[src/rtl/mem_access_stage.sv]
// Memory-access pipeline stage: sequences direct, base-relative and indirect loads and
// stores against a data memory whose read port is combinational from Data_addr.
`timescale 1ns/1ps
module mem_access_stage (
    input  logic        clock,
    input  logic        reset,
    input  logic        enable_execute,
    input  logic [15:0] IR_Exec,
    input  logic [15:0] aluout,
    input  logic [15:0] M_Data,
    input  logic [15:0] Data_dout,
    output logic [15:0] Data_addr,
    output logic [15:0] Data_din,
    output logic        Data_rd,
    output logic [15:0] memout,
    output logic        mem_busy,
    output logic        mem_done
);

    localparam logic [3:0] OP_LD  = 4'b0010;
    localparam logic [3:0] OP_LDR = 4'b0110;
    localparam logic [3:0] OP_LDI = 4'b1010;
    localparam logic [3:0] OP_ST  = 4'b0011;
    localparam logic [3:0] OP_STR = 4'b0111;
    localparam logic [3:0] OP_STI = 4'b1011;

    localparam logic [1:0] S_IDLE  = 2'd0;
    localparam logic [1:0] S_IND   = 2'd1;
    localparam logic [1:0] S_READ  = 2'd2;
    localparam logic [1:0] S_WRITE = 2'd3;

    logic [1:0]  state_q, state_d;
    logic [15:0] addr_q, addr_d;
    logic [15:0] data_q, data_d;
    logic [3:0]  op_q, op_d;
    logic [15:0] memout_q, memout_d;
    logic        mem_done_q, mem_done_d;

    logic [3:0]  opcode;
    logic        is_mem_op;
    logic [1:0]  entry_state;
    logic        ir_unused;

    assign opcode    = IR_Exec[15:12];
    assign ir_unused = ^IR_Exec[11:0];

    // Opcode decode: which state an accepted instruction enters first.
    always_comb begin
        is_mem_op   = 1'b1;
        entry_state = S_IDLE;
        case (opcode)
            OP_LD, OP_LDR:  entry_state = S_READ;
            OP_ST, OP_STR:  entry_state = S_WRITE;
            OP_LDI, OP_STI: entry_state = S_IND;
            default:        is_mem_op   = 1'b0;
        endcase
    end

    // NOTE: every variable gets a hold/default value before the case so no latch is inferred.
    always_comb begin
        state_d    = state_q;
        addr_d     = addr_q;
        data_d     = data_q;
        op_d       = op_q;
        memout_d   = memout_q;
        mem_done_d = 1'b0;
        case (state_q)
            S_IDLE: begin
                if (enable_execute && is_mem_op) begin
                    addr_d  = aluout;
                    data_d  = M_Data;
                    op_d    = opcode;
                    state_d = entry_state;
                end
            end
            S_IND: begin
                // The pointer fetched this cycle replaces the address, whatever its value.
                addr_d  = Data_dout;
                state_d = (op_q == OP_LDI) ? S_READ : S_WRITE;
            end
            S_READ: begin
                memout_d   = Data_dout;
                mem_done_d = 1'b1;
                state_d    = S_IDLE;
            end
            S_WRITE: begin
                mem_done_d = 1'b1;
                state_d    = S_IDLE;
            end
            default: state_d = S_IDLE;
        endcase
    end

    // NOTE: state flops use non-blocking assignments so every flop samples pre-edge values.
    always_ff @(posedge clock or negedge reset) begin
        if (!reset) begin
            state_q    <= S_IDLE;
            addr_q     <= 16'h0000;
            data_q     <= 16'h0000;
            op_q       <= 4'h0;
            memout_q   <= 16'h0000;
            mem_done_q <= 1'b0;
        end else begin
            state_q    <= state_d;
            addr_q     <= addr_d;
            data_q     <= data_d;
            op_q       <= op_d;
            memout_q   <= memout_d;
            mem_done_q <= mem_done_d;
        end
    end

    // Memory-port outputs depend on state and registers only, so reset forces them idle at once.
    always_comb begin
        Data_addr = 16'h0000;
        Data_din  = 16'h0000;
        Data_rd   = 1'b1;
        case (state_q)
            S_IND, S_READ: Data_addr = addr_q;
            S_WRITE: begin
                Data_addr = addr_q;
                Data_din  = data_q;
                Data_rd   = 1'b0;
            end
            default: ;
        endcase
    end

    assign memout   = memout_q;
    assign mem_done = mem_done_q;
    assign mem_busy = (state_q != S_IDLE);

endmodule
[config.mk]
export PLATFORM = sky130hd
export DESIGN_NAME = mem_access_stage
export DESIGN_NICKNAME = d
export VERILOG_FILES = /design/src/rtl/mem_access_stage.sv
export SDC_FILE = /design/constraint.sdc
export NUM_CORES = 1
export LEC_CHECK = 0
export ABC_CLOCK_PERIOD_IN_PS = 3960
export CAP_MARGIN = 25
export CORE_MARGIN = 2
export CORE_UTILIZATION = 44
export DETAILED_ROUTE_END_ITERATION = 8
export PLACE_DENSITY = 0.88
export SYNTH_ARGS = -nofsm -noshare
export SYNTH_HDL_FRONTEND = slang
export SYNTH_SLANG_ARGS = --single-unit
[constraint.sdc]
create_clock -name clock -period 3.96 [get_ports clock]
set_input_delay 0.792 -clock clock [delete_from_list [all_inputs] [get_ports clock]]
set_output_delay 0.792 -clock clock [all_outputs]
set_load 0.005 [all_outputs]
==> results by group, run 1 <==
Synthesis
  • Avg Inst Size Synth: between 10 and 15 um^2
  • Total nets after synthesis: about 250
  • Top cell type's share of synthesized area: a little under three fifths
  • Synth cell count leaders: 55 x dfrtp_1, 21 x mux2_2, 17 x and2_1
  • Synth Flop Type: dfrtp_1
  • Number of synthesized flops with an enable pin: 0
  • Warnings from Yosys: 0
  • Post-synthesis sequential area ratio: between 50% and 60%
  • Synthesized area: roughly 0.0025 mm^2
  • Synth area leaders: dfrtp_1 55%, mux2_2 9.5%, a221o_1 6.4%, mux2_4 6.0%, and2_1 4.3%
  • Yosys reg bits: 55
  • Asr flop ratio synth: 100%
  • Area leader, netlist: dfrtp_1
  • Count leader, synth: dfrtp_1
  • Post-synth cell types: 26
  • Syn Inst Count: around 190

Placed design
  • Placed Cells incl. Taps: roughly 350
  • I/O Buffers: about 110
  • Detailed placer's ending HPWL: 4250 um
  • GP Congestion: slightly below 0.8
  • Area post-placement: 0.00354 mm^2

Clock network
  • CTS tree: done
  • Clock slew at reported path FFs: roughly 90 ps
  • Post-CTS setup buffers: 0
  • Bufs on Longest Clock Path: 2
  • # clock sinks: 55
  • Clock latency on the worst-skew pair: roughly 310 ps
  • Total CTS buffers: 5
  • H-tree depth: 2
  • Root Buffer: clkbuf_8
  • CTS resizes: 0
  • Hold_buf cts: 0

Route
  • Routed Antenna Nets: 0
  • Detailed-route wire length per cell: between 15 and 20 um
  • First-pass DRT Iterations: 4
  • Via count: roughly 1800
  • Vias per cell: 5.15
  • Iter 0 DRT Violations: between 50 and 60
  • Drt drc: 0
  • Overall routed net length: approximately 6000 um

Timing
  • Fin. Hold Viols: 0
  • Pins Over Slew Limit: 0
  • Least-Margin Pin Slew: between 800 and 900 ps
  • Setup TNS Final: 0 ps
  • RSZ-0062 raised after global routing: no
  • Relative slew slack: between 40% and 50%
  • Final setup fails: 0
  • Fin crit share: between 70 and 80%
  • Fin crit period: between 3000 and 4000 ps
  • Clk_skew: ~12 ps
  • Fmax: 329 MHz

Die
  • DIE WIDTH: a little under 80 um
  • Chip Height: just under 80 um
  • Row count: 27
  • Initial Util: between 40 and 50%
  • Core area: roughly 0.0055 mm^2
  • Die area: around 0.0063 mm^2
  • IO Pins: about 120

Power and ir drop
  • Pwr Density: between 700 and 800 mW/mm^2
  • IR drop worst, VDD: roughly 0.38 mV
  • Leakage power: ~1.6 nW

Critical path
  • Worst reg2reg endpoint: data_q[2]
  • Worst r2r src: state_q[0]
  • Worst reg2reg path depth: 4
  • Worst setup EP type: output pin
  • R2R Setup Slk: ~1400 ps
  • CP Max Fanout: 22
  • Setup CP Type: reg -> out
  • Critical path launch point type: flop
  • Crit path DAT: approximately 2300 ps
  • Crit path required time: about 3200 ps

Status
  • Status: complete, no violations

Final layout
  • Number of diodes: 0
  • # fillers: 430
  • Final net count: 351
  • Non-Filler Instances: roughly 360
  • Final Cell Area: 0.00367 mm^2
  • Share of cells above drive strength 1: between 10% and 20%
  • Area Growth Syn to Fin: 47.9%
  • Final core occ: about 67%

Hold path
  • Hold Startpoint: op_q[3]
  • WHS Endpoint: state_q[0]
  • HP Class: reg -> reg
  • Worst Hold Depth: 1

GRT
  • Largest net degree at the start of global routing: 33
  • Total global routing overflow: 0
  • Antenna violations before repair: 0
  • Vias in the first global route: between 1500 and 2000
  • Global-route wire length before repair: approximately 10000 um
  • All-Layer GR Usage: just over 20%

Run
  • Max Cap Viol: 0
[area by class of cell]
cell class              instances  area [um^2]  area share [%]
inverters                       1         3.75           0.102
well taps                      72         90.1            2.45
clock inverters                 2         60.1            1.63
flip-flops and latches         55         1380            37.5
clock buffers                   6         72.6            1.97
multi-input cells             114         1010            27.5
repair buffers                107         1060            28.9
[through the flow]
stage               setup slack, ps  total power, mW  hold WS, ps
global route                    719             2.86          496
CTS                             908             2.71          457
floorplan                      2080             1.67          420
global placement               1240             2.23          434
detailed placement             1250             2.27          440
finish                          919             2.69          453
[flip-flops by register name, indices dropped and copies added, names as in the netlist]
| register | cells |
|---|---|
| mem_done | 1 |
| addr_q | 16 |
| state_q | 2 |
| data_q | 16 |
| memout | 16 |
| op_q | 4 |
[where the power goes]
| part | internal, mW | switching [mW] | leakage, nW |
|---|---|---|---|
| Clock | 0.253 | 0.179 | 0.0654 |
| Combinational | 0.793 | 0.434 | 0.847 |
| Sequential | 0.843 | 0.186 | 0.656 |
[cell families after synthesis]
family                 count (synthesis)  share of synthesized area [%]
flip-flops                            55                           55.4
AND/OR/NAND/NOR                       59                           15.2
AO/OA/AOI/OAI                         20                           8.16
multiplexers                          35                           17.4
buffers and inverters                 16                           3.93
[critical path, cell delays in order, from the launching register on]
cell and delay, ps:
dfrtp_1 620, nor2_2 720, nor2b_1 120, clkdlybuf4s50_1 490
[cell usage in the layout, fill, tap and decap left out, types with 2 or more instances in the layout]
cell             instances
clkbuf_8                 5
clkdlybuf4s50_1        104
and2_1                  17
mux2_2                  21
a221o_1                 16
and3_1                  16
buf_4                    2
dfrtp_1                 55
bufinv_16                2
nor2b_1                 16
mux2_4                  10
mux2_1                   4
nand2b_1                 2
[layer usage]
metal	vias to the layer above	GRT usage, %	part of all wire [%]	routed length (um)
met5	-	0	0	0
met4	0	6.21	1.3	80
met3	8	4.77	5.2	313
met2	61	33.2	51	3070
met1	915	26.9	42	2520
li1	855	-	-	-
[how the worst max path moves through the flow]
stage | startpoint | end | slack, ps | cells after the start
after floorplan | enable_execute | data_q[10] | 2080 | 5
after global placement | state_q[0] | Data_addr[9] | 1240 | 3
after detailed placement | state_q[0] | Data_addr[15] | 1250 | 3
after CTS | state_q[0] | Data_addr[9] | 910 | 3
after global routing | state_q[1] | Data_addr[9] | 720 | 3
final | state_q[0] | Data_addr[9] | 920 | 3
No activity file was read; power rests on OpenSTA's default activity.
==> run 2, diff against run 1 <==
==> config.mk (replaced) <==
export PLATFORM = sky130hd
export DESIGN_NAME = mem_access_stage
export DESIGN_NICKNAME = d
export VERILOG_FILES = /design/src/rtl/mem_access_stage.sv
export SDC_FILE = /design/constraint.sdc
export NUM_CORES = 1
export LEC_CHECK = 0
export ABC_CLOCK_PERIOD_IN_PS = 3000
export CAP_MARGIN = 25
export CORE_MARGIN = 2
export CORE_UTILIZATION = 41
export DETAILED_ROUTE_END_ITERATION = 8
export PLACE_DENSITY = 0.83
export SYNTH_ARGS = -nofsm -noshare
export SYNTH_HDL_FRONTEND = slang
export SYNTH_SLANG_ARGS = --single-unit
==> constraint.sdc (replaced) <==
create_clock -name clock -period 3 [get_ports clock]
set_input_delay 0.6 -clock clock [delete_from_list [all_inputs] [get_ports clock]]
set_output_delay 0.6 -clock clock [all_outputs]
set_load 0.005 [all_outputs]
==> results by group, run 2 (synthesis results as in run 1) <==
Power and ir drop
  • Clock power frac: 11.0% (was 16.1%)
  • Combinational power share: 50.4% (was 45.7%)
  • Pint: 2.33 mW (was 1.89 mW)
  • IR drop worst, VDD: 0.477 mV (was 0.378 mV)
  • Net Sw Frac: 30.6% (was 29.7%)
  • Leakage power: 1.55 nW (was 1.57 nW)
  • Pwr Density: 926 mW/mm^2 (was 731 mW/mm^2)
  • Final Power: 3.36 mW (was 2.69 mW)
  • Seq pwr share: 38.5% (was 38.3%)
  • Psw: 1.03 mW (was 0.799 mW)

Placed design
  • Detailed placer's ending HPWL: 4130 um (was 4250 um)
  • GP Congestion: 0.732 (was 0.788)
  • Dpl ws: 647 ps (was 1250 ps)
  • I/O Buffers: 105 (unchanged)
  • Area post-placement: 0.00356 mm^2 (was 0.00354 mm^2)

Clock network
  • H-tree depth: 2 (unchanged)
  • Clock slew at reported path FFs: 90 ps (about the same)
  • # clock sinks: 55 (unchanged)
  • Bufs on Longest Clock Path: 2 (unchanged)
  • Hold_buf cts: 0 (unchanged)
  • CTS resizes: 0 (unchanged)
  • Root Buffer: clkbuf_8 (unchanged)
  • Total CTS buffers: 5 (unchanged)
  • Clock latency on the worst-skew pair: 300 ps (was 310 ps)
  • Post-CTS setup buffers: 0 (unchanged)
  • CTS tree: done (unchanged)

GRT
  • Vias in the first global route: 1825 (was 1909)
  • Global-route wire length before repair: 9110 um (was 9800 um)
  • Total global routing overflow: 0 (unchanged)
  • All-Layer GR Usage: 17.9% (was 20.3%)
  • Antenna violations before repair: 0 (unchanged)
  • Largest net degree at the start of global routing: 56 (was 33)

Critical path
  • Worst r2r src: state_q[0] (unchanged)
  • Worst reg2reg endpoint: data_q[1] (was data_q[2])
  • Worst setup EP type: output pin (unchanged)
  • Critical path depth: 4 (was 3)
  • Crit path capture: Data_addr[10] (was Data_addr[9])
  • CP Max Fanout: 13 (was 22)
  • CP bufs+invs: 2 (was 1)
  • Crit path launch: state_q[0] (unchanged)
  • CP cell instances: nor2_2 > buf_4 > nor2b_1 > clkdlybuf4s50_1 (was nor2_2 > nor2b_1 > clkdlybuf4s50_1)
  • Crit path DAT: 1980 ps (was 2250 ps)
  • Slowest stage cell on the critical path: nor2_2 (unchanged)
  • Setup CP Type: reg -> out (unchanged)
  • Critical path launch point type: flop (unchanged)
  • R2R Setup Slk: 800 ps (was 1350 ps)
  • Crit path required time: 2400 ps (was 3170 ps)
  • Critical Path Max Stage Delay: 490 ps (was 720 ps)
  • Worst reg2reg path depth: 4 (unchanged)
  • Top delay family on crit path: buffers and inverters (was simple AND/OR/NAND/NOR gates)

Die
  • IO Pins: 118 (unchanged)
  • Chip Height: 81.9 um (was 79.2 um)
  • DIE WIDTH: 81.9 um (was 79.2 um)
  • Core area: 0.00589 mm^2 (was 0.00547 mm^2)
  • Die area: 0.00670 mm^2 (was 0.00626 mm^2)
  • Row count: 28 (was 27)
  • Initial Util: 42.2% (was 45.4%)

Timing
  • Fin crit share: a little under nine tenths
  • Relative slew slack: 45.2% (was 42.4%)
  • Fmax: roughly 390 MHz
  • Setup WS post-layout: 418 ps (was 919 ps)
  • RSZ-0062 raised after global routing: no (unchanged)
  • Least-Margin Pin Slew: 822 ps (was 864 ps)
  • Setup TNS Final: 0 ps (unchanged)
  • Fin crit period: around 2600 ps
  • Fin. Hold Viols: 0 (unchanged)
  • Pins Over Slew Limit: 0 (unchanged)
  • Final setup fails: 0 (unchanged)
  • Clk_skew: 7.03 ps (was 12.0 ps)

Route
  • Overall routed net length: 5940 um (was 5990 um)
  • Drt drc: 0 (unchanged)
  • Routed Antenna Nets: 0 (unchanged)
  • Vias per cell: 5.03 (was 5.15)
  • Via count: 1812 (was 1839)
  • First-pass DRT Iterations: 4 (unchanged)
  • Detailed-route wire length per cell: 16.5 um (was 16.8 um)
  • Iter 0 DRT Violations: 81 (was 52)

Final layout
  • Register area: 0.00138 mm^2 (unchanged)
  • Most common cell after layout, fill and taps aside: clkdlybuf4s50_1 (unchanged)
  • Number of diodes: 0 (unchanged)
  • Most frequent cells in the layout: 104 x clkdlybuf4s50_1, 55 x dfrtp_1, 21 x mux2_2, 17 x and2_1 (unchanged)
  • Multi-input gate area: 0.00101 mm^2 (unchanged)
  • Area Growth Syn to Fin: 46.2% (was 47.9%)
  • Final net count: 353 (was 351)
  • Final Cell Area: 0.00363 mm^2 (was 0.00367 mm^2)
  • # fillers: 469 (was 430)
  • Share of cells above drive strength 1: 16.5% (unchanged)

Status
  • Status: complete, no violations (unchanged)

Hold path
  • HP Class: in -> async (was reg -> reg)

Run
  • Max Cap Viol: 0 (unchanged)
## run 2: changes by cell type in the layout (fill, tap and decap cells not counted), sizes merged
cell / before / now
bufinv: 2 / 0
buf: 3 / 5
## run 2: layout make-up
| cell class | count | area share (%) |
|---|---|---|
| sequential | 55 | 37.9 |
| inverter | 1 | 0.103 |
| multi-input combinational | 114 | 27.8 |
| tap | 75 | 2.58 |
| timing repair buffer | 109 | 29.6 |
| clock buffer | 6 | 2.00 |
## run 2: worst register-to-register path: cells and delay by family, from the launching register on
kind	cells	cell delay, ps
buffers and inverters	1	290
DFF	1	390
and+or+nand+nor	2	990
muxes	1	420
## run 2: worst min path at each step
stage	end	slack (ps)	cells past startpoint	start
after global placement	state_q[0]	430	1	op_q[3]
after global routing	addr_q[15]	470	2	reset
after detailed placement	state_q[0]	440	1	op_q[3]
final	addr_q[15]	420	2	reset
after floorplan	addr_q[0]	300	0	reset
after CTS	addr_q[14]	440	2	reset
## run 2: power by group through the flow
stage | registers (mW) | logic, mW | clock network [mW]
floorplan | 1.28 | 0.922 | 0
global placement | 1.29 | 1.68 | 0
finish | 1.30 | 1.70 | 0.371
detailed placement | 1.30 | 1.72 | 0
CTS | 1.30 | 1.72 | 0.390
global route | 1.34 | 1.83 | 0.418
## run 2: metrics by stage
step	hold slack, ps	utilization [%]	instances
detailed placement	441	60.5	354
floorplan	304	-	185
finish	420	61.7	360
CTS	440	61.7	360
global placement	434	60.5	354
global route	468	61.7	360
## run 2: per-layer routing
layer	up-vias	global-route usage, %	share of wire (%)
li1	859	-	-
met1	894	23.4	43
met2	57	29.9	52
met3	2	3.85	5.0
met4	0	5.00	0.44
met5	-	0	0
